--- src/rtl/fft_bar_writer.sv ---
// Renders seven FFT bar heights into the frame buffer as 3-bit bin codes, one write per clock.
// Define FFT_BAR_GAP_EN to blank the last GAP_W pixels of every column as separators.
module fft_bar_writer #(
  parameter int H_ACTIVE = 640,
  parameter int V_ACTIVE = 480,
  parameter int COL_W    = 91,
  parameter int GAP_W    = 4
) (
  input  logic        video_clk,
  input  logic        rst_n,
  input  logic [62:0] heights,
  input  logic        heights_valid,
  output logic        heights_ready,
  output logic        wr_en,
  output logic [18:0] wr_addr,
  output logic [2:0]  wr_data,
  output logic        frame_ready
);

  localparam int NBINS = 7;
  localparam int OW    = $clog2(COL_W);
`ifdef FFT_BAR_GAP_EN
  localparam int GAP_ON = 1;
`else
  localparam int GAP_ON = 0;
`endif
  localparam logic [18:0]   LAST      = 19'(H_ACTIVE * V_ACTIVE - 1);
  localparam logic [9:0]    XLAST     = 10'(H_ACTIVE - 1);
  localparam logic [9:0]    YV        = 10'(V_ACTIVE);
  localparam logic [8:0]    HMAX      = 9'(V_ACTIVE);
  localparam logic [OW-1:0] OLAST     = OW'(COL_W - 1);
  // With the gap disabled the start offset is COL_W, which the offset never reaches.
  localparam logic [OW-1:0] GAP_START = OW'(COL_W - GAP_W * GAP_ON);

  typedef enum logic [1:0] {IDLE, SWEEP, DONE} state_t;
  state_t state, state_n;

  logic [NBINS-1:0][8:0] h_in, h_lat;
  logic [9:0]    x_cnt, y_cnt;
  logic [OW-1:0] off_cnt;
  logic [2:0]    col_idx;   // column k-1
  logic          col_none;  // past the last column (x >= 7*COL_W)
  logic [18:0]   addr_cnt;
  logic          accept, emit, clr;
  logic [8:0]    h_sel;
  logic          in_gap, lit;
  logic [2:0]    pix;

  always_comb begin
    for (int j = 0; j < NBINS; j++)
      h_in[j] = (heights[9*j +: 9] > HMAX) ? HMAX : heights[9*j +: 9];
  end

  assign accept = (state == IDLE) && heights_valid && heights_ready;

  // state register
  always_ff @(posedge video_clk or negedge rst_n) begin
    if (!rst_n) state <= IDLE;
    else        state <= state_n;
  end

  // next state
  always_comb begin
    state_n = state;
    case (state)
      IDLE:    if (accept) state_n = SWEEP;
      SWEEP:   if (addr_cnt == LAST) state_n = DONE;
      DONE:    state_n = IDLE;
      default: state_n = IDLE;
    endcase
  end

  // per-cycle controls
  always_comb begin
    emit = 1'b0;
    clr  = 1'b0;
    case (state)
      IDLE:    emit = accept;
      SWEEP:   emit = 1'b1;
      DONE:    clr  = 1'b1;
      default: ;
    endcase
  end

  // The first pixel is emitted on the accept edge, before the latch is visible.
  assign h_sel  = (state == IDLE) ? h_in[col_idx] : h_lat[col_idx];
  assign in_gap = (off_cnt >= GAP_START);
  assign lit    = !col_none && (({1'b0, h_sel} + y_cnt) >= YV) && !in_gap;
  assign pix    = lit ? (col_idx + 3'd1) : 3'd0;

  always_ff @(posedge video_clk or negedge rst_n) begin
    if (!rst_n) begin
      x_cnt    <= '0;
      y_cnt    <= '0;
      off_cnt  <= '0;
      col_idx  <= '0;
      col_none <= 1'b0;
      addr_cnt <= '0;
    end else if (clr) begin
      x_cnt    <= '0;
      y_cnt    <= '0;
      off_cnt  <= '0;
      col_idx  <= '0;
      col_none <= 1'b0;
      addr_cnt <= '0;
    end else if (emit) begin
      addr_cnt <= addr_cnt + 19'd1;
      if (x_cnt == XLAST) begin
        x_cnt    <= '0;
        y_cnt    <= y_cnt + 10'd1;
        off_cnt  <= '0;
        col_idx  <= '0;
        col_none <= 1'b0;
      end else begin
        x_cnt <= x_cnt + 10'd1;
        if (!col_none) begin
          if (off_cnt == OLAST) begin
            off_cnt <= '0;
            if (col_idx == 3'(NBINS - 1)) col_none <= 1'b1;
            else                          col_idx  <= col_idx + 3'd1;
          end else begin
            off_cnt <= off_cnt + OW'(1);
          end
        end
      end
    end
  end

  always_ff @(posedge video_clk or negedge rst_n) begin
    if (!rst_n) h_lat <= '0;
    else if (accept) h_lat <= h_in;
  end

  always_ff @(posedge video_clk or negedge rst_n) begin
    if (!rst_n) begin
      wr_en         <= 1'b0;
      wr_addr       <= '0;
      wr_data       <= '0;
      frame_ready   <= 1'b0;
      heights_ready <= 1'b0;
    end else begin
      wr_en   <= emit;
      wr_data <= emit ? pix : 3'd0;
      if (emit) wr_addr <= addr_cnt;
      if (clr) frame_ready <= 1'b1;
      // One dead cycle after DONE before the next set is accepted.
      heights_ready <= (state_n == IDLE) && (state != DONE);
    end
  end

endmodule

--- config.mk ---
export PLATFORM = sky130hd
export DESIGN_NAME = fft_bar_writer
export DESIGN_NICKNAME = d
export VERILOG_FILES = /design/src/rtl/fft_bar_writer.sv
export SDC_FILE = /design/constraint.sdc
export NUM_CORES = 1
export LEC_CHECK = 0
export ABC_AREA = 1
export BUFFER_PORTS_ARGS = -buffer_cell sky130_fd_sc_hd__buf_2
export CAP_MARGIN = 20
export CORE_MARGIN = 3
export CORE_UTILIZATION = 38
export DETAILED_ROUTE_END_ITERATION = 7
export PLACE_DENSITY = 0.69
export SYNTH_ARGS = -nofsm -noshare
export SYNTH_HDL_FRONTEND = slang
export SYNTH_SLANG_ARGS = --single-unit
--- constraint.sdc ---
create_clock -name video_clk -period 2.79 [get_ports video_clk]
set_clock_uncertainty 0.05 [all_clocks]
set_input_delay 0.279 -clock video_clk [delete_from_list [all_inputs] [get_ports video_clk]]
set_output_delay 0.279 -clock video_clk [all_outputs]
set_load 0.005 [all_outputs]
# Word level (Yosys, flattened, before mapping)
# Index checks and enable logic that the tools add are counted.
classes:
  add_sub_neg: 6
  n_reduce_logical: 15
  eq_ne: 9
  mux: 44
  order_cmp: 10
op_table:
  columns: ["cell", "count"]
  rows:
  - ["two-way mux 9 bit", 10]
  - ["greater-than comparator 9 bit (second input constant)", 7]
  - ["two-way mux 10 bit", 6]
  - ["binary-select mux 9 bit (select 3 bit)", 2]
  - ["two-way mux 19 bit", 2]
  - ["two-way mux 7 bit", 5]
  - ["two-way mux 3 bit", 8]
  - ["adder 10 x 1 -> 10 bit (second input constant)", 2]
  - ["adder 19 x 1 -> 19 bit (second input constant)", 1]
  - ["equality test 19 bit (second input constant)", 1]
  - ["adder 9 x 10 -> 10 bit", 1]
  - ["equality test 10 bit (second input constant)", 1]
  - [">= comparator 10 x 9 -> 1 bit (second input constant)", 1]
  - ["adder 7 x 1 -> 7 bit (second input constant)", 1]
  - ["equality test 7 bit (second input constant)", 1]
  - [">= comparator 7 bit (second input constant)", 1]
  - ["two-way mux 1 bit", 7]
  - ["logical AND 1 bit", 5]
  - ["zero test 2 bit", 2]
  - ["less-than comparator 3 x 4 -> 1 bit (second input constant)", 1]
  - ["two-way mux 2 bit", 2]
  - ["case mux 2 bit (2 select lines)", 1]
  - ["AND reduction 2 bit", 2]
  - ["AND reduction 4 bit", 1]
  - ["11 further kinds", 13]
word_totals:
  elab_cells: 103
  output_inout_bits: 25
  reg_bits: 140

# Depth between registers and ports, before layout
logic_depth:
  word_depth: 11
  depth_mapped: 24
  ltp_nobuf: 24

# Worst setup path before layout
# OpenSTA, ideal clock, no wires.
synth_path:
  kind: "reg-to-reg"
  start: "register col_idx[0]"
  end: "register wr_data[0]"
  t_arrival_ps: 2433
  path_stages_with_launch: 24
  setup_ps: 116
  n_path_buf: 1
  synth_period_minus_slack_ps: 2600
  setup_slack_ps: 190
  path_cell_list: "dfrtp_1 -> inv_1 -> nand2_1 -> inv_1 -> buf_2 -> nand2_1 -> o211ai_1 -> nand3_1 -> nand2_1 -> ha_1 -> inv_1 -> fa_1 -> inv_1 -> nand3_1 -> nand2_1 -> nand2_1 -> nand2_1 -> nand2_1 -> nand2_1 -> nor2_1 -> nand2_1 -> nand2_1 -> nand2_1 -> nor2_1"
synth_via:
  elab_chain_cells: 9
synth_rtl:
  columns: ["element", "line_no", "rtl"]
  rows:
  - ["start: declaration", "41", "logic [2:0] col_idx;"]
  - ["start signal: assignment", "120", "else col_idx <= col_idx + 3'd1;"]
  - ["binary-select mux 9 bit (select 3 bit)", "86", "assign h_sel = (state == IDLE) ? h_in[col_idx] : h_lat[col_idx];"]
  - ["two-way mux 9 bit (implied by the code)", "86", null]
  - ["two-way mux 9 bit", "86", null]
  - ["adder 9 x 10 -> 10 bit", "88", "assign lit = !col_none && (({1'b0, h_sel} + y_cnt) >= YV) && !in_gap;"]
  - [">= comparator 10 x 9 -> 1 bit", "88", null]
  - ["logical AND 1 bit (2 in series)", "88", null]
  - ["two-way mux 3 bit *", "89", "assign pix = lit ? (col_idx + 3'd1) : 3'd0;"]
  - ["two-way mux 3 bit *", "143", "wr_data <= emit ? pix : 3'd0;"]
  - ["end signal: assignment", "143", null]
  - ["end: declaration", "16", "output logic [2:0] wr_data,"]
# Mark *: on every way between the ends. The rest lies on a longest branch, timed or not. The select of a mux whose other input is x is not followed.
# A chain may end at the register's enable or synchronous reset.

# Final worst setup path
# Same ends and word-level chain as after synthesis.

==> flow_summary.ini <==
[global_route]
track_usage_pct = 19.7
grt_pass1_vias = 6979
antenna_found_initial = 0
grt_pass1_wl_um = 35100
grt_start_max_net_pins = 59
grt_overflow = 0

[logic_synthesis]
syn_inst = 1047
synth-seq-area-share_pct = 44.5
synth_top_family_by_area = simple AND/OR/NAND/NOR gates
synth.largest_area_cell = dfrtp_1
yosysUniqueCellTypes = 38
synth_adder_area_share_pct = 2.80
synth_simple_gate_area_share_pct = 28.7
synth_mux_area_share_pct = 1.86
synth-xor-area-share_pct = 1.22
synth_nets = 1130
synth_area_leaders = dfrtp_1 (45%), nand2_1 (14%), o21ai_0 (7.2%)
synth_compound_area_share_pct = 14.2
yosysWarnings = 0
netlist_area_um2 = 7870
syn_area_per_cell_um2 = 7.52
ys_ff_latch = 140
yosys.area.top_type_share_pct = 44.5

[die]
ioPinCount = 91
initial_core_util_pct = 38.8
die_area_um2 = 22500
core_um2 = 20300
die_y_um = 150
rows = 52
fp.dieW_um = 150

[clocking]
clock-sinks = 140
numCtsBuffers = 17
path_clk_slew_ps = 70
clockBufferDepth = 2
clk_latency_ps = 430
cts_root_buf = clkbuf_16
cts_tree = done
h-tree-depth = 4

[setup_path]
reg2reg_depth = 23
path_class = flip-flop to flip-flop
critPathCaptureType = flip-flop
cp.buffers_inverters = 4
critPathArrivalTime_ps = 3070
cp_top_family = simple AND/OR/NAND/NOR gates
slowest_stage = dfrtp_2
path_cells = buf_12 -> nand2_4 -> buf_6 -> buf_4 -> nand2_4 -> a21oi_2 -> nand2_1 -> nand2_1 -> nor2_1 -> nor2_1 -> ha_1 -> buf_6 -> nand3_1 -> nand2_1 -> nand2_1 -> nand2_1 -> nand2_1 -> nand2_1 -> nor2_1 -> nand2_1 -> nand2_1 -> nand2_2 -> nor2_1
required_ps = 3100
cp.depth = 23
cp_common_cell = nand2_1
worst_setup_path_start_kind = flip-flop
slowest_delay_ps = 450
crit_path_max_fanout = 14

[timing]
setup_viol = 0
slew_headroom_pct = 60.6
setup_slack_ps = 24.8
worstMarginPinSlew_ps = 591
slew_violations = 0
timing.fmax_mhz = 362
rsz0062_at_grt = yes
hold_viol_final = 0
fin_crit_sh_pct = 99.1
setup_tns_ps = 0
fin_crit_ps = 2770

[drt]
detail_route.first_pass.iterations = 5
num_vias = 7507
ant_nets = 0
drt-total-wl_um = 22700
route.detailed.wl_per_inst_um = 15.6
drc = 0
drt_iter0_drc = 570
viasPerCell = 5.18

[finish]
drive_above_1_share_pct = 20.9
final_nets = 1249
syn2layout_area_growth_pct = 24.3
finalNonFillerCells = 1449
antenna_cells = 0
fill_cells = 1968
fin_util_pct = 48.2

[power_and_ir_drop]
p_per_area_nw_per_um2 = 468
leakagePower_nw = 4.75
max-vdd-ir-drop_mv = 0.356

[placed_design]
io_buffers = 90
dp_slack_ps = -53.4
dp.cells = 1400
gp_routability_congestion = 0.916
hpwl_um = 16000

[job]
maxCapViolations = 0

[min_path]
min_path_cells = 2
hp-class = primary input to flip-flop

[outcome]
status = finished clean
-- cells in the final DEF, fill, tap and decap left out, types with 8 or more instances in the layout --
cell type and n:
nand3_1 69, buf_2 89, dfrtp_1 138, nand2_2 10, ha_1 10, clkbuf_16 19
nor2_1 91, a21oi_1 42, nand4_1 11, mux2_2 13, inv_1 79, nor3_1 31
o21ai_0 113, nand2_1 292, nor2_2 8, buf_4 38, o221ai_1 12, o211ai_1 13
-- synthesized netlist by cell type --
cell      number
o21bai_1       3
nand2_2        4
o21ai_0      114
xor2_1         7
clkinv_1       1
nor4_1         3
clkbuf_1      23
nor2_2         4
mux2_2        13
ha_1          16
o31ai_1        3
o21ai_1        1
nor2_1        95
nand2_4        2
buf_2         17
o21ai_4        1
nand3_2        1
nor2_4         1
o22ai_1        1
nor3_2         1
nand3b_1       4
fa_1           1
buf_6          2
xnor2_1        4
a21oi_1       46
nand2_1      302
nor3b_2        1
o221ai_1      14
dfrtp_1      140
inv_2          4
o21a_1         1
nand3_1       72
or2_2          3
nor3_1        31
a211oi_1       2
inv_1         85
o211ai_1      13
nand4_1       11
-- final cells by class --
class                           count  area (um2)  share of cell area, %
Inverter                           90         354                   3.62
Timing Repair Buffer              142         970                   9.91
Sequential cell                   140        3510                   35.8
Multi-Input combinational cell    775        4010                   41.0
Clock buffer                       20         457                   4.67
Tap cell                          270         338                   3.45
Clock inverter                     12         151                   1.55
-- worst paths after layout --
kind / startpoint / to / slack, ps
min in group asynchronous: rst_n / h_lat[13] / 260
worst max register to register: col_idx[0] / wr_data[0] / 20
worst min register to register: frame_ready / frame_ready / 420
max in group asynchronous: rst_n / col_none / 1710
worst max-delay path: col_idx[0] / wr_data[0] / 20
worst min-delay path: heights[16] / h_lat[16] / 60
-- routing by layer --
| layer | vias up | global-route usage, % | share of wire (%) |
|---|---|---|---|
| met1 | 3525 | 27.1 | 44 |
| met5 | - | 0 | 0 |
| li1 | 3703 | - | - |
| met4 | 0 | 4.94 | 1.7 |
| met3 | 36 | 3.94 | 5.8 |
| met2 | 243 | 32.1 | 48 |
-- sequential cells by signal, summed over array words and instances, names as in the netlist --
name / flops
h_lat: 63
addr_cnt: 19
wr_addr: 19
x_cnt: 10
y_cnt: 10
off_cnt: 7
col_idx: 3
wr_data: 3
state: 2
col_none: 1
frame_ready: 1
heights_ready: 1
wr_en: 1
-- stage by stage --
| step | total power [mW] | instance area [um2] | hold WS (ps) |
|---|---|---|---|
| after floorplan | 2.12 | 7870 | -66.6 |
| after global placement | 2.25 | 8780 | 136 |
| after detailed placement | 2.25 | 8780 | 134 |
| after CTS | 4.61 | 9400 | 51.7 |
| after global routing | 4.72 | 9780 | 66.7 |
| final | 4.57 | 9780 | 57.7 |
-- worst reg2reg max path, cell delays in order (launching register included) --
cell,delay (ps)
dfrtp_2,450
buf_12,170
nand2_4,80
buf_6,130
buf_4,140
nand2_4,60
a21oi_2,100
nand2_1,60
nand2_1,60
nor2_1,50
nor2_1,170
ha_1,310
buf_6,140
nand3_1,70
nand2_1,50
nand2_1,70
nand2_1,50
nand2_1,50
nand2_1,50
nor2_1,80
nand2_1,50
nand2_1,70
nand2_2,60
nor2_1,110
-- what timing repair did --
item                                   4_1_cts  5_1_grt
setup endpoints to repair                    3        3
gates resized for setup                      4       54
setup buffers                                0       14
pin swaps                                    0       25
gates cloned                                 0        2
endpoints found under the hold margin       29        0
hold buffers                                 1        0
-- power by group --
part / leakage [nW] / internal [mW] / switching (mW) / total, mW
logic: 2.60 / 0.0649 / 0.123 / 0.188
clock network: 0.296 / 1.39 / 0.964 / 2.36
registers: 1.85 / 2.03 / 0 / 2.03
-- logic make-up (layout without fill, tap and decap cells) --
kind of cell,count (synthesis),in the layout
multiplexers,13,13
AND/OR/NAND/NOR,535,535
adder cells (fa/ha/maj),17,17
XOR/XNOR,11,11
AO/OA/AOI/OAI,199,199
buffers and inverters,132,264
flip-flops,140,140
Note: power is estimated with default switching activity, not from simulation.
